**src/rtl/audio_envelope_tracker.sv**
```systemverilog
`timescale 1ns/1ps
`default_nettype none
// ============================================================================
//  Module   : audio_envelope_tracker
//  Purpose  : Turns raw XADC audio samples into a smoothed loudness envelope.
//             Per-sample magnitude about the mid-rail bias, peak over fixed
//             windows of 2^WIN_LOG2 accepted samples, instant attack and
//             exponential decay, plus a bar count and a timed peak hold.
//  Ports    : clk          - system clock (100 MHz)
//             reset        - asynchronous, active-high reset
//             sample_valid - one-cycle sample strobe (XADC eoc_out)
//             sample_data  - 12-bit unsigned sample (XADC do_out[15:4])
//             drop_clr     - synchronous clear of sample_drop
//             env_level    - current envelope, 0..2048
//             env_valid    - one-cycle pulse when env_level/bar_count/peak_hold update
//             bar_count    - env_level >> 7, 0..16
//             peak_hold    - held maximum envelope
//             sample_drop  - sticky overrun flag
//  Revision : 1.0 - initial release
// ============================================================================
module audio_envelope_tracker #(
  parameter int MID          = 2048,
  parameter int WIN_LOG2     = 6,
  parameter int DECAY_SHIFT  = 3,
  parameter int HOLD_WINDOWS = 32
) (
  input  logic        clk,
  input  logic        reset,
  input  logic        sample_valid,
  input  logic [11:0] sample_data,
  input  logic        drop_clr,
  output logic [11:0] env_level,
  output logic        env_valid,
  output logic [4:0]  bar_count,
  output logic [11:0] peak_hold,
  output logic        sample_drop
);

  localparam logic [1:0] ST_ACCUM   = 2'd0;
  localparam logic [1:0] ST_UPDATE  = 2'd1;
  localparam logic [1:0] ST_PUBLISH = 2'd2;

  localparam logic [WIN_LOG2-1:0] CNT_LAST  = {WIN_LOG2{1'b1}};
  localparam logic [12:0]         MID13     = 13'(MID);
  localparam logic [7:0]          HOLD_INIT = 8'(HOLD_WINDOWS);

  // State registers
  logic [1:0]          state_q,       state_d;
  logic [WIN_LOG2-1:0] cnt_q,         cnt_d;
  logic [11:0]         win_max_q,     win_max_d;
  logic [11:0]         win_peak_q,    win_peak_d;
  logic [11:0]         env_next_q,    env_next_d;
  logic [11:0]         env_level_q,   env_level_d;
  logic                env_valid_q,   env_valid_d;
  logic [4:0]          bar_count_q,   bar_count_d;
  logic [11:0]         peak_hold_q,   peak_hold_d;
  logic [7:0]          hold_cnt_q,    hold_cnt_d;
  logic                skid_full_q,   skid_full_d;
  logic [11:0]         skid_data_q,   skid_data_d;
  logic                sample_drop_q, sample_drop_d;

  // Combinational helpers
  logic        acc_valid;
  logic [11:0] acc_data;
  logic [12:0] diff13;
  logic [11:0] mag;
  logic [11:0] win_max_new;
  logic [11:0] decay_diff;
  logic [11:0] decay_shr;
  logic [11:0] decay_step;
  logic        drop_new;

  // In ACCUM a waiting skid sample always goes first; a fresh strobe on the
  // same cycle then takes its place in the skid register.
  assign acc_valid = (state_q == ST_ACCUM) && (skid_full_q || sample_valid);
  assign acc_data  = skid_full_q ? skid_data_q : sample_data;

  // 13-bit signed difference about mid-rail. The largest magnitude (2048)
  // still fits in 12 bits, so the two's-complement negate is done on the low
  // 12 bits only.
  assign diff13 = {1'b0, acc_data} - MID13;
  assign mag    = diff13[12] ? (~diff13[11:0] + 12'd1) : diff13[11:0];

  assign win_max_new = (mag > win_max_q) ? mag : win_max_q;

  // Only meaningful when env_level_q > win_peak_q (decay branch).
  assign decay_diff = env_level_q - win_peak_q;
  assign decay_shr  = decay_diff >> DECAY_SHIFT;
  // A minimum step of 1 guarantees the envelope eventually reaches the peak.
  assign decay_step = (decay_shr == 12'd0) ? 12'd1 : decay_shr;

  always_comb begin
    state_d     = state_q;
    cnt_d       = cnt_q;
    win_max_d   = win_max_q;
    win_peak_d  = win_peak_q;
    env_next_d  = env_next_q;
    env_level_d = env_level_q;
    env_valid_d = 1'b0;
    bar_count_d = bar_count_q;
    peak_hold_d = peak_hold_q;
    hold_cnt_d  = hold_cnt_q;
    skid_full_d = skid_full_q;
    skid_data_d = skid_data_q;
    drop_new    = 1'b0;

    case (state_q)
      ST_ACCUM: begin
        if (skid_full_q) begin
          skid_full_d = sample_valid;
          if (sample_valid) begin
            skid_data_d = sample_data;
          end
        end
        if (acc_valid) begin
          if (cnt_q == CNT_LAST) begin
            // Window closes: latch its peak and start the next window clean.
            win_peak_d = win_max_new;
            win_max_d  = 12'd0;
            cnt_d      = '0;
            state_d    = ST_UPDATE;
          end else begin
            win_max_d = win_max_new;
            cnt_d     = cnt_q + WIN_LOG2'(1);
          end
        end
      end

      ST_UPDATE: begin
        if (win_peak_q >= env_level_q) begin
          env_next_d = win_peak_q;
        end else begin
          env_next_d = env_level_q - decay_step;
        end
        if (sample_valid) begin
          if (skid_full_q) begin
            drop_new = 1'b1;
          end else begin
            skid_full_d = 1'b1;
            skid_data_d = sample_data;
          end
        end
        state_d = ST_PUBLISH;
      end

      ST_PUBLISH: begin
        env_level_d = env_next_q;
        bar_count_d = env_next_q[11:7];
        env_valid_d = 1'b1;
        if (env_next_q >= peak_hold_q) begin
          peak_hold_d = env_next_q;
          hold_cnt_d  = HOLD_INIT;
        end else if (hold_cnt_q != 8'd0) begin
          hold_cnt_d = hold_cnt_q - 8'd1;
        end else begin
          peak_hold_d = env_next_q;
        end
        if (sample_valid) begin
          if (skid_full_q) begin
            drop_new = 1'b1;
          end else begin
            skid_full_d = 1'b1;
            skid_data_d = sample_data;
          end
        end
        state_d = ST_ACCUM;
      end

      default: begin
        state_d = ST_ACCUM;
      end
    endcase
  end

  // A drop on the same cycle as drop_clr wins, so no overrun is ever hidden.
  assign sample_drop_d = drop_new || (sample_drop_q && !drop_clr);

  always_ff @(posedge clk or posedge reset) begin
    if (reset) begin
      state_q       <= ST_ACCUM;
      cnt_q         <= '0;
      win_max_q     <= 12'd0;
      win_peak_q    <= 12'd0;
      env_next_q    <= 12'd0;
      env_level_q   <= 12'd0;
      env_valid_q   <= 1'b0;
      bar_count_q   <= 5'd0;
      peak_hold_q   <= 12'd0;
      hold_cnt_q    <= 8'd0;
      skid_full_q   <= 1'b0;
      skid_data_q   <= 12'd0;
      sample_drop_q <= 1'b0;
    end else begin
      state_q       <= state_d;
      cnt_q         <= cnt_d;
      win_max_q     <= win_max_d;
      win_peak_q    <= win_peak_d;
      env_next_q    <= env_next_d;
      env_level_q   <= env_level_d;
      env_valid_q   <= env_valid_d;
      bar_count_q   <= bar_count_d;
      peak_hold_q   <= peak_hold_d;
      hold_cnt_q    <= hold_cnt_d;
      skid_full_q   <= skid_full_d;
      skid_data_q   <= skid_data_d;
      sample_drop_q <= sample_drop_d;
    end
  end

  assign env_level   = env_level_q;
  assign env_valid   = env_valid_q;
  assign bar_count   = bar_count_q;
  assign peak_hold   = peak_hold_q;
  assign sample_drop = sample_drop_q;

endmodule
`default_nettype wire

```
**config.mk**
```make
export PLATFORM = sky130hd
export DESIGN_NAME = audio_envelope_tracker
export DESIGN_NICKNAME = d
export VERILOG_FILES = /design/src/rtl/audio_envelope_tracker.sv
export SDC_FILE = /design/constraint.sdc
export NUM_CORES = 1
export LEC_CHECK = 0
export BUFFER_PORTS_ARGS = -buffer_cell sky130_fd_sc_hd__buf_2
export CAP_MARGIN = 20
export CELL_PAD_IN_SITES_DETAIL_PLACEMENT = 2
export CELL_PAD_IN_SITES_GLOBAL_PLACEMENT = 2
export CORE_UTILIZATION = 44
export CTS_BUF_LIST = sky130_fd_sc_hd__clkbuf_8
export CTS_CLUSTER_DIAMETER = 40
export DETAILED_ROUTE_END_ITERATION = 6
export GPL_ROUTABILITY_DRIVEN = 0
export GPL_TIMING_DRIVEN = 0
export PLACE_DENSITY = 0.9
export SYNTH_ARGS = -nofsm -noshare
export SYNTH_HDL_FRONTEND = slang
export SYNTH_SLANG_ARGS = --single-unit
```
**constraint.sdc**
```tcl
create_clock -name clk -period 6.2 [get_ports clk]
set_clock_uncertainty 0.15 [all_clocks]
set_input_delay 1.24 -clock clk [delete_from_list [all_inputs] [get_ports clk]]
set_output_delay 1.24 -clock clk [all_outputs]
set_load 0.02 [all_outputs]
```
* After elaboration in Yosys (flattened, before gate mapping)
Index checks and enable logic that the tools add are counted.
Storage, ports and cells: output and inout port bits 31, memory bits (writable) 0, word-level logic and storage cells 75, bits in latches 0, bits in registers 96, memories 0, bits in read-only memories 0
Cells by class: reductions and logical operators 18, bitwise logic cells 1, multiplexer cells 25, $mul 0, add/sub/neg operators 6, equal/unequal tests 9, $lt $le $gt $ge 3, shift operators 0, div/mod/pow operators 0
Operators by type and width (number):
- $mux W12 | 10
- $ge A12 B12 Y1 | 2
- $pmux W12 S2 | 1
- $mux W8 | 2
- $sub A12 B12 Y13 const B | 1
- $add A12 B1 Y12 const B | 1
- $gt A12 B12 Y1 | 1
- $logic_not A12 Y1 | 1
- $not A12 Y12 | 1
- $sub A12 B12 Y12 | 1
- $sub A12 B9 Y12 | 1
- $reduce_and A2 Y1 | 5
- $mux W9 | 1
- $ne A2 B2 Y1 const B | 4
- $reduce_bool A8 Y1 | 1
- $sub A8 B1 Y8 const B | 1
- $add A6 B1 Y6 const B | 1
- $eq A6 B6 Y1 const B | 1
- $mux W1 | 6
- $mux W6 | 1
- $mux W2 | 2
- $ne A2 B1 Y1 const B | 2
- $pmux W2 S2 | 1
- $reduce_and A4 Y1 | 1
- other kinds (10) | 13

* Longest topological paths before layout
Gate-level depths: netlist (run 1).
depth in word-level cells 8, gate-level depth with buffers 20

* Worst setup path before layout (run 1)
OpenSTA, ideal clock, no wires.
path kind input to register, start in sample_data[4], end reg win_max_q[0], stages on the path 12, library setup time 0.066 ns, slack 2.004 ns, arrival 3.980 ns, path through nor4_1 > o22ai_1 > o21ai_0 > xor2_1 > ha_1 > and2_0 > a221o_1 > a2111oi_2 > nor2_1 > o21ai_1 > buf_4 > a22o_1
Between the ends: longest elaborated chain between the ends 8
Ends and longest elaborated chain:
- from (decl) | RTL line 30 | input logic [11:0] sample_data,
- $mux W12 (*)
- $sub A12 B12 Y13 (*) | RTL line 81 | assign diff13 = {1'b0, acc_data} - MID13;
- $not A12 Y12 | RTL line 82 | assign mag = diff13[12] ? (~diff13[11:0] + 12'd1) : diff13[11:0];
- $add A12 B1 Y12 | RTL line 82
- $mux W12 (*) | RTL line 82
- $gt A12 B12 Y1 | RTL line 84 | assign win_max_new = (mag > win_max_q) ? mag : win_max_q;
- $mux W12 (*) | RTL line 84
- $mux W12 (*) | RTL line 116 | if (cnt_q == CNT_LAST) begin
- to (signal assigned) | RTL line 196 | win_max_q <= win_max_d;
- to (decl) | RTL line 50 | logic [11:0] win_max_q, win_max_d;
Mark *: on every way between the ends. The rest lies on a longest branch, timed or not. A chain may end at the register's enable or synchronous reset.

* Worst setup path after layout (run 1)
start reg env_level_q[6], in the netlist env_level[6], end reg env_next_q[10]
Between the ends: longest elaborated chain between the ends 5, elaborated cells on any way between the ends 6, classes of those cells 2 x add/sub; 1 x order compare; 2 x mux; 1 x reduce/logical
Ends and longest elaborated chain:
- from (decl) | RTL line 53 | logic [11:0] env_level_q, env_level_d;
- from (signal assigned) | RTL line 199 | env_level_q <= env_level_d;
- $sub A12 B12 Y12 | RTL line 87 | assign decay_diff = env_level_q - win_peak_q;
- $logic_not A12 Y1 | RTL line 90 | assign decay_step = (decay_shr == 12'd0) ? 12'd1 : decay_shr;
- $mux W9 | RTL line 90
- $sub A12 B9 Y12 | RTL line 133 | env_next_d = env_level_q - decay_step;
- $mux W12 (*) | RTL line 130 | if (win_peak_q >= env_level_q) begin
- to (signal assigned) | RTL line 198 | env_next_q <= env_next_d;
- to (decl) | RTL line 52 | logic [11:0] env_next_q, env_next_d;
Marks and branches as above.

==> results of run 1 <==
cell type report:
| class | count | area [µm²] |
|---|---|---|
| fill | 1431 | 6576 |
| multi-input combinational | 437 | 3367 |
| sequential | 91 | 2277 |
| timing repair buffer | 47 | 257.7 |
| tap | 176 | 220.2 |
| inverter | 49 | 186.4 |
| clock buffer | 10 | 137.6 |
| buffer | 21 | 131.4 |
| clock inverter | 6 | 88.84 |
metal layers:
metal / routed length (µm) / vias to the layer above / track usage (%)
met4: 460 / 0 / 10.05
met1: 7168 / 2477 / 28.62
met3: 302 / 32 / 2.896
met2: 9575 / 79 / 51.40
met5: 0 / - / 0
li1: - / 2256 / -
registers in the layout (all words and copies together) (netlist names):
name	cells
win_max_q	12
sample_drop	1
skid_full_q	1
env_next_q	12
env_level	12
hold_cnt_q	8
cnt_q	6
peak_hold	12
win_peak_q	12
env_valid	1
skid_data_q	12
state_q	2
placed cells by master, fill, tap and decap left out, drive strengths merged, types with 3 or more instances in the layout:
master   n
nor3b    5
dfrtp   91
xnor2   17
o31ai    4
nand3    6
nor3    14
buf     59
nor4     4
o211ai   4
and3     3
a22o    14
nor2    33
inv     49
o21a     8
a21oi   25
mux2    36
nand2b   4
ha      55
nor2b    7
or3      4
and2     3
a21o     8
o22ai    3
a211oi   3
xor2    10
nand2   45
o21ai   51
mux2i   34
a31oi    6
nand4    7
clkbuf  19
metrics by stage:
stage          setup slack [ns]  area (µm²)  hold WS, ns  power [mW]  cells
2_1_floorplan             2.004        5959       0.2925       1.238    598
3_3_place_gp              1.326        6410       0.3141       1.383    820
3_5_place_dp              1.013        6440       0.3456       1.448    821
4_1_cts                   1.040        6666       0.3653       1.924    837
5_1_grt                  0.6419        6666       0.3846       2.014    837
6_report                 0.8818        6666       0.3577       1.913    837
worst max-delay path: stages, from the launching register on:
cell and delay [ns]:
dfrtp_1 0.46, ha_1 0.32, clkbuf_1 0.21, a211oi_1 0.40, nor3b_1 0.31, o31ai_1 0.19
nor4b_1 0.43, a221oi_1 0.18, o32ai_1 0.32, ha_1 0.25, inv_1 0.09, fa_1 0.44
a211oi_1 0.32, o21ai_0 0.21, a31oi_1 0.34, o21ai_0 0.18, xnor2_1 0.16, mux2i_1 0.14
o21ai_0 0.09
kinds of logic after synthesis:
family	count (synthesis)	share of synthesized area, %
adders and majority gates	56	11.88
AOI/OAI and AO/OA	145	16.02
xor gates and xnor gates	27	3.968
muxes	70	13.14
DFF	91	38.21
and+or+nand+nor	139	11.48
buffers and inverters	70	5.291
power by group through the flow:
stage               logic (mW)  registers (mW)  clock network, mW
finish                   0.721           0.726              0.466
global route             0.787           0.735              0.492
floorplan                0.523           0.716                  0
global placement         0.656           0.727                  0
CTS                      0.726           0.726              0.472
detailed placement       0.712           0.736                  0
worst paths after layout:
kind,slack (ns),end,depth (start not counted),from
max in group asynchronous,4.58,win_max_q[4],3,reset
worst max register to register,0.88,env_next_q[10],18,env_level[6]
worst max-delay path,0.88,env_next_q[10],18,env_level[6]
worst min-delay path,0.36,cnt_q[5],1,cnt_q[5]
worst min register to register,0.36,cnt_q[5],1,cnt_q[5]
min in group asynchronous,0.65,env_valid,2,reset
==> metrics.yaml, run 1 <==
drt:
  ant_nets: 0
  drt_first_pass_iters: 4
  totalWireLength_um: 17510
  drt-wirelength-per-cell_um: 20.92
  drc_errors: 0
  detailroute.via_count: 4844
  routed_via_density: 5.787
  detail_route.iter0.violations: 143
outcome:
  run_status: "finished clean"
cells_and_area:
  area_overhead_vs_synth_pct: 11.86
  fin_nets: 728
  n_antenna_cell: 0
  finalCoreUtilization_pct: 50.34
  drive_above_1_share_pct: 18.31
sta:
  tightest_slew_ns: 0.5719
  setup_viol: 0
  timing_max_transition_violations_final: 0
  totalNegativeSetupSlack_ns: 0
  post-route-period-util_pct: 85.78
  setup_repair_after_global_routing_missed_its_margin: "no"
  max_slew_margin_pct: 60.78
  finalWorstPathRequiredPeriod_ns: 5.318
  timing.fmax_mhz: 188.0
  hold_viol: 0
cts:
  cts.sinks: 91
  clock_tree_from_tritoncts: "done"
  htree_levels: 3
  holdBufCountCts: 0
  cts.reportedPaths.clkPinSlew_ns: 0.10
  cts_resized: 0
  clkLatencyLatePin_ns: 0.38
  numCtsBuffers: 9
  cts.path.max_buffers: 2
  cts_root_buffer: "clkbuf_8"
  cts_setup_buffers: 0
global_route:
  grt_start_max_net_pins: 73
  grt_use_total_pct: 26.26
  grt_remaining_overflow: 0
  grt_antenna_before_repair: 0
  grt_pass1_vias: 5591
  grt_first_pass_wirelength_um: 28830
logic_synthesis:
  netlist_top_cells_count: "91 x dfrtp_1, 55 x ha_1, 49 x inv_1, 47 x o21ai_0, 44 x nand2_1"
  yosysMostFrequentCell: "dfrtp_1"
  ys.flop_type: "dfrtp_1"
  synth_seq_cells: 91
  synth-seq-area-share_pct: 38.21
  ys_warn_count: 0
  synth_area_um2: 5959
  postSynthCellCount: 598
  largest_cells_by_area_after_synthesis: "dfrtp_1 38%, ha_1 12%, mux2i_1 5.7%, mux2_2 4.9%, o21ai_0 3.9%"
  synth_cell_type_count: 62
  synth_edf_count: 0
  yosys_top_cell_by_area: "dfrtp_1"
  syn_nets: 670
  postSynthAreaPerCell_um2: 9.966
  synthDominantCellAreaShare_pct: 38.21
  synthArstFlopShare_pct: 100.0
worst_setup_path:
  worstSetupStartpointType: "flip-flop"
  critical_path.endpoint_type: "flip-flop"
  worst_setup_path_type: "flip-flop to flip-flop"
  worst-endpoint-arrival_ns: 5.43
  critPathRequiredTime_ns: 6.31
  timing.critical_path.fanout_max: 9
floorplan:
  initial_util_pct: 45.00
  core_area_um2: 13240
  dieArea_um2: 14010
  io_pins: 47
  die_h_um: 118.4
  std_cell_rows: 42
  die_w_um: 118.4
pwr:
  power_frac_seq_pct: 38.0
  vdd.ir_drop.worst_mv: 0.1540
  powerDensity_nw_per_um2: 286.9
  comb_power_share_pct: 37.7
  switching_power_uw: 711.1
  p_sw_share_pct: 37.17
  cell_internal_pwr_mw: 1.202
  p_leak_nw: 3.225
  power_share_of_the_clock_group_pct: 24.4
job:
  total_of_max_cap_violations: 0
worst_hold_path:
  hold_class: "flip-flop to flip-flop"
place:
  port-buffer-count: 46
  dp_hpwl_um: 13450
(Power assumes the default switching activity.)
==> inputs of run 2 (changes only) <==
--- a/config.mk
+++ b/config.mk
@@ -14,7 +14,6 @@
 export CTS_CLUSTER_DIAMETER = 40
 export DETAILED_ROUTE_END_ITERATION = 6
 export GPL_ROUTABILITY_DRIVEN = 0
-export GPL_TIMING_DRIVEN = 0
 export PLACE_DENSITY = 0.9
 export SYNTH_ARGS = -nofsm -noshare
 export SYNTH_HDL_FRONTEND = slang
==> run 2 against run 1 <==
  * Design area fell by 2.8%
  * Final cell count is 2.2% lower
  * Combinational power grew 2%
  * Clock power is 18% lower
  * Fmax increased by 0.98%
  * Setup slack better by 0.052 ns
  * Die area is the same
  * Hold slack improved by 0.018 ns
  * Core utilization down 1.4 points
  * Sequential power is 1% higher
  * Critical endpoint unchanged
  * Largest cell class unchanged
==> metrics.yaml, run 2 (synthesized netlist as in run 1, its figures left out) <==
outcome:
  run_status: "finished clean"
worst_setup_path:
  critical_path.endpoint_type: "flip-flop"
  regToRegSetupSlack_ns: 0.93  # +0.05 ns
  delay_contributed_by_the_slowest_stage_of_the_critical_path_ns: 0.47  # about the same
  timing.critical_path.fanout_max: 9  # unchanged
  path_buf_inv: 1  # -1
  path_delay_family: "compound AO/OA/AOI/OAI gates"
  worst-endpoint-arrival_ns: 5.41  # -0.02 ns
  worstSetupStartpointType: "flip-flop"
  critPathRequiredTime_ns: 6.34  # +0.03 ns
  slowest_stage: "dfrtp_1"
  worstPathCellList: "ha_1 > a211oi_1 > nor3b_1 > o31ai_1 > nor4b_1 > a221oi_1 > o32ai_1 > ha_1 > inv_1 > fa_1 > a211oi_1 > o21ai_0 > a31oi_1 > o21ai_0 > xnor2_1 > mux2i_1 > o21ai_0"
  cpMostUsedCell: "o21ai_0"
  worst_setup_path_type: "flip-flop to flip-flop"
worst_hold_path:
  hold_class: "flip-flop to flip-flop"
pwr:
  powerDensity_nw_per_um2: 285.2  # -0.60%
  p_total_mw: 1.849  # -3.4%
  vdd.ir_drop.worst_mv: 0.1264  # -18%
  p_leak_nw: 3.142  # -2.6%
sta:
  post-route-period-util_pct: 84.94  # -0.84 points
  timing.fmax_mhz: 189.9  # +0.98%
  setup_repair_after_global_routing_missed_its_margin: "no"
  finalWorstPathRequiredPeriod_ns: 5.266  # -0.05181 ns
  timing_max_transition_violations_final: 0  # unchanged
  tightest_slew_ns: 1.005  # +0.4330 ns
  totalNegativeSetupSlack_ns: 0  # unchanged
  setup_viol: 0  # unchanged
  hold_viol: 0  # unchanged
  max_slew_margin_pct: 32.56  # -28 points
drt:
  drt_first_pass_iters: 4  # unchanged
  detail_route.iter0.violations: 176  # +23%
  totalWireLength_um: 17820  # +1.8%
  detailroute.via_count: 4829  # -0.31%
  drc_errors: 0  # unchanged
  routed_via_density: 5.896  # +1.9%
  drt-wirelength-per-cell_um: 21.76  # +4.0%
  ant_nets: 0  # unchanged
cts:
  cts.reportedPaths.clkPinSlew_ns: 0.09  # about the same
  htree_levels: 3  # unchanged
  cts.sinks: 91  # unchanged
  cts_setup_buffers: 0  # unchanged
  numCtsBuffers: 9  # unchanged
  cts_resized: 0  # unchanged
  cts_root_buffer: "clkbuf_8"
  clock_tree_from_tritoncts: "done"
  holdBufCountCts: 0  # unchanged
  clkLatencyLatePin_ns: 0.38  # about the same
  cts.path.max_buffers: 2  # unchanged
cells_and_area:
  layout_commonest_cell: "dfrtp_1"
  drive_above_1_share_pct: 17.11  # -1.2 points
  post-route-cell-area_um2: 6481  # -2.8%
  most-common-layout-cells: "91 x dfrtp_1, 55 x ha_1, 50 x inv_1, 47 x o21ai_0, 46 x buf_2"
  fin_nets: 710  # -2.5%
  n_antenna_cell: 0  # unchanged
  area_overhead_vs_synth_pct: 8.755
  final_standard_cell_count_with_taps_included_and_fillers_excluded: 819  # -2.2%
floorplan:
  core_area_um2: 13240  # unchanged
  initial_util_pct: 45.00  # unchanged
  die_w_um: 118.4  # unchanged
  std_cell_rows: 42  # unchanged
  dieArea_um2: 14010  # unchanged
  io_pins: 47  # unchanged
  die_h_um: 118.4  # unchanged
place:
  dpl_cell_area_um2: 6310  # -2.0%
  dp_hpwl_um: 13410  # -0.30%
  post-place-cells: 803  # -2.2%
  port-buffer-count: 46  # unchanged
global_route:
  grt_remaining_overflow: 0  # unchanged
  grt_antenna_before_repair: 0  # unchanged
  grt_pass1_vias: 5490  # -1.8%
  grt_start_max_net_pins: 70  # -4.1%
  grt_first_pass_wirelength_um: 29040  # +0.74%
  grt_use_total_pct: 26.65  # +0.39 points
job:
  total_of_max_cap_violations: 0  # unchanged
[run 2: cell types whose count changed in the layout (fill, tap and decap cells not counted)]
cell,change
clkbuf_1,-9
buf_12,-1
buf_2,-2
clkinvlp_4,-1
bufinv_16,-2
buf_4,-5
buf_16,-1
inv_4,-1
clkinv_2,+2
inv_1,+2
[run 2: where the power goes]
part | total (mW) | leakage, nW | switching [mW] | internal [mW]
combinational | 0.735 | 1.80 | 0.435 | 0.300
clock | 0.380 | 0.0946 | 0.227 | 0.154
sequential | 0.733 | 1.24 | 0.0731 | 0.660
[run 2: worst paths after layout]
check,from,endpoint,cells past startpoint
max,env_level[6],env_next_q[10],17
min,skid_data_q[7],skid_data_q[7],1
max reg2reg,env_level[6],env_next_q[10],17
min reg2reg,skid_data_q[7],skid_data_q[7],1
max in group asynchronous,reset,win_peak_q[6],3
min in group asynchronous,reset,state_q[1],2
[run 2: stage by stage]
step | utilization, % | hold slack [ns] | setup WS (ns)
2_1_floorplan | - | 0.2925 | 2.004
3_3_place_gp | 47.65 | 0.3202 | 1.198
3_5_place_dp | 47.65 | 0.3534 | 0.9692
4_1_cts | 48.94 | 0.3758 | 0.9232
5_1_grt | 48.94 | 0.3856 | 0.6873
6_report | 48.94 | 0.3756 | 0.9336
[run 2: final cells by class]
| class | instances | area (µm²) |
|---|---|---|
| multi-input cells | 437 | 3367 |
| flip-flops and latches | 91 | 2277 |
| repair buffers | 50 | 260.3 |
| well taps | 176 | 220.2 |
| clock buffers | 10 | 137.6 |
| clock inverters | 6 | 33.78 |
| inverters | 49 | 185.2 |
| fillers | 1408 | 6761 |
[run 2: worst reg2reg max path, stage by stage (launching register included)]
cell and delay (ns):
dfrtp_1 0.47, ha_1 0.45, a211oi_1 0.35, nor3b_1 0.34, o31ai_1 0.19, nor4b_1 0.32
a221oi_1 0.17, o32ai_1 0.36, ha_1 0.24, inv_1 0.07, fa_1 0.44, a211oi_1 0.37
o21ai_0 0.22, a31oi_1 0.37, o21ai_0 0.18, xnor2_1 0.18, mux2i_1 0.09, o21ai_0 0.21
[run 2: per-layer routing]
metal	up-vias	part of all wire (%)	global-route usage, %
met5	-	0	0
met4	0	3.3	11.95
met3	40	1.9	2.606
met2	94	53	50.15
met1	2480	41	30.27
li1	2215	-	-
==> inputs of run 3 (changes only) <==
--- a/config.mk
+++ b/config.mk
@@ -9,12 +9,12 @@
 export CAP_MARGIN = 20
 export CELL_PAD_IN_SITES_DETAIL_PLACEMENT = 2
 export CELL_PAD_IN_SITES_GLOBAL_PLACEMENT = 2
-export CORE_UTILIZATION = 44
+export CORE_UTILIZATION = 41
 export CTS_BUF_LIST = sky130_fd_sc_hd__clkbuf_8
 export CTS_CLUSTER_DIAMETER = 40
 export DETAILED_ROUTE_END_ITERATION = 6
 export GPL_ROUTABILITY_DRIVEN = 0
-export PLACE_DENSITY = 0.9
+export PLACE_DENSITY = 0.84
 export SYNTH_ARGS = -nofsm -noshare
 export SYNTH_HDL_FRONTEND = slang
 export SYNTH_SLANG_ARGS = --single-unit
==> constraint.sdc (replaced) <==
create_clock -name clk -period 5.15 [get_ports clk]
set_clock_uncertainty 0.15 [all_clocks]
set_input_delay 1.03 -clock clk [delete_from_list [all_inputs] [get_ports clk]]
set_output_delay 1.03 -clock clk [all_outputs]
set_load 0.02 [all_outputs]
==> run 3 against run 2 <==
  * Via count decreased by 1.0%
  * Final cell count increased by 0.73%
  * Core utilization decreased by 2.2 points
  * Clock power increased by 46%
  * Non-clock buffer count increased by 2
  * Setup slack got worse by 0.56 ns
  * Combinational power increased by 17%
  * First-iteration DRC count increased by 17%
  * Sequential share of layout area decreased by 0.44 points
  * Global-route usage decreased by 1.5 points
  * Critical endpoint is now win_max_q[1]
  * Largest cell class unchanged
==> metrics.yaml, run 3 (synthesized netlist as in run 1, its figures left out) <==
outcome:
  run_status: "finished clean"
drt:
  detail_route.iter0.violations: 206  # +17%
  drt_first_pass_iters: 4  # unchanged
  ant_nets: 0  # unchanged
  totalWireLength_um: 17630  # -1.1%
  drt-wirelength-per-cell_um: 21.37  # -1.8%
  routed_via_density: 5.793  # -1.8%
  detailroute.via_count: 4779  # -1.0%
  drc_errors: 0  # unchanged
sta:
  hold_viol: 0  # unchanged
  finalWorstPathRequiredPeriod_ns: 4.780  # -0.4864 ns
  totalNegativeSetupSlack_ns: 0  # unchanged
  tightest_slew_ns: 0.9786  # -0.02630 ns
  max_slew_margin_pct: 34.76  # +2.2 points
  setup_repair_after_global_routing_missed_its_margin: "no"
  final.hold.worst_slack_ns: 0.3485  # -0.02701 ns
  timing_max_transition_violations_final: 0  # unchanged
  setup_viol: 0  # unchanged
  post-route-period-util_pct: 92.82  # +7.9 points
  timing.fmax_mhz: 209.2  # +10%
cts:
  cts_setup_buffers: 0  # unchanged
  cts_root_buffer: "clkbuf_8"
  clock_tree_from_tritoncts: "done"
  cts.path.max_buffers: 2  # unchanged
  htree_levels: 3  # unchanged
  clkLatencyLatePin_ns: 0.39  # about the same
  cts.reportedPaths.clkPinSlew_ns: 0.10  # about the same
  cts.sinks: 91  # unchanged
  numCtsBuffers: 9  # unchanged
cells_and_area:
  fin_nets: 712  # +0.28%
  area_overhead_vs_synth_pct: 10.12
  n_antenna_cell: 0  # unchanged
  layout_commonest_cell: "dfrtp_1"
  drive_above_1_share_pct: 17.83  # +0.72 points
  final_standard_cell_count_with_taps_included_and_fillers_excluded: 825  # +0.73%
  most-common-layout-cells: "91 x dfrtp_1, 55 x ha_1, 50 x inv_1, 47 x o21ai_0, 46 x buf_2"
global_route:
  grt_use_total_pct: 25.16  # -1.5 points
  grt_remaining_overflow: 0  # unchanged
  grt_pass1_vias: 5393  # -1.8%
  grt_antenna_before_repair: 0  # unchanged
  grt_start_max_net_pins: 53  # -24%
  grt_first_pass_wirelength_um: 28720  # -1.1%
floorplan:
  initial_util_pct: 42.44  # -2.6 points
  die_w_um: 122.6  # +3.5%
  die_h_um: 122.6  # +3.5%
  std_cell_rows: 43  # +2.4%
  io_pins: 47  # unchanged
  dieArea_um2: 15020  # +7.2%
  core_area_um2: 14040  # +6.0%
worst_setup_path:
  critPathRequiredTime_ns: 5.31  # -1.03 ns
  critical_path.endpoint_type: "flip-flop"
  worstSetupStartpointType: "flip-flop"
  timing.critical_path.fanout_max: 16  # +7
  timing.critical_path.from: "skid_full_q"
  reg2reg_from: "skid_full_q"
  worst-endpoint-arrival_ns: 4.94  # -0.47 ns
  worst_setup_path_type: "flip-flop to flip-flop"
pwr:
  powerDensity_nw_per_um2: 350.2  # +23%
  p_total_mw: 2.298  # +24%
  p_leak_nw: 3.175  # +1.0%
  vdd.ir_drop.worst_mv: 0.1663  # +32%
worst_hold_path:
  hold_path_startpoint: "cnt_q[5]"
  hold_class: "flip-flop to flip-flop"
place:
  dp_hpwl_um: 13550  # +1.1%
  post-place-cells: 809  # +0.75%
  port-buffer-count: 46  # unchanged
job:
  total_of_max_cap_violations: 0  # unchanged
[run 3: cell count changes in the layout (fill, tap and decap cells not counted), sizes merged]
cell    change
clkbuf      -1
clkinv      -2
buf         +2
inv         +1
bufinv      +2
[run 3: final timing paths]
check | endpoint | slack (ns) | cells past startpoint
max in group asynchronous | win_max_q[6] | 3.08 | 3
min reg2reg | cnt_q[5] | 0.35 | 1
max reg2reg | win_max_q[1] | 0.37 | 13
min in group asynchronous | hold_cnt_q[4] | 0.58 | 2
max | win_max_q[1] | 0.37 | 13
min | cnt_q[5] | 0.35 | 1
[run 3: routing by layer]
metal | share of wire (%) | GRT usage (%) | up-vias
li1 | - | - | 2219
met1 | 43 | 29.80 | 2474
met2 | 53 | 46.66 | 65
met3 | 2.0 | 3.067 | 21
met4 | 1.6 | 8.155 | 0
met5 | 0 | 0 | -
[run 3: cell type report]
cell class,instances,area [µm²]
Tap cell,180,225.2
Inverter,49,185.2
Clock buffer,9,123.9
Sequential cell,91,2277
Multi-Input combinational cell,437,3383
Timing Repair Buffer,52,275.3
Fill cell,1490,7480
Clock inverter,7,92.59
[run 3: metrics by stage]
stage | utilization [%] | cell area, µm² | setup WS, ns
floorplan | - | 5959 | 0.9638
global placement | 45.08 | 6330 | 0.3982
detailed placement | 45.08 | 6330 | 0.2191
CTS | 46.62 | 6546 | 0.2469
global route | 46.73 | 6563 | 0.04529
finish | 46.73 | 6563 | 0.3700
[run 3: worst max-delay path, cell delays in order, from the launching register on]
cell and delay, ns:
dfrtp_1 0.82, nor4b_1 0.59, o22ai_1 0.30, o21ai_0 0.27, xor2_1 0.39, ha_1 0.33, and2_0 0.20, a221o_1 0.33
a2111oi_2 0.44, nor2_1 0.08, buf_4 0.22, o21ai_1 0.15, buf_4 0.22, a22o_1 0.19
[run 3: report_power, final]
group          switching, mW  internal [mW]  total, mW
combinational          0.497          0.365      0.862
clock                  0.281          0.273      0.554
sequential            0.0862          0.795      0.881
[run 3: repair_timing]
action	4_1_cts	5_1_grt
setup endpoints to repair	0	2
resized for setup	0	3
hold buffers	0	0
endpoints found under the hold margin	0	0
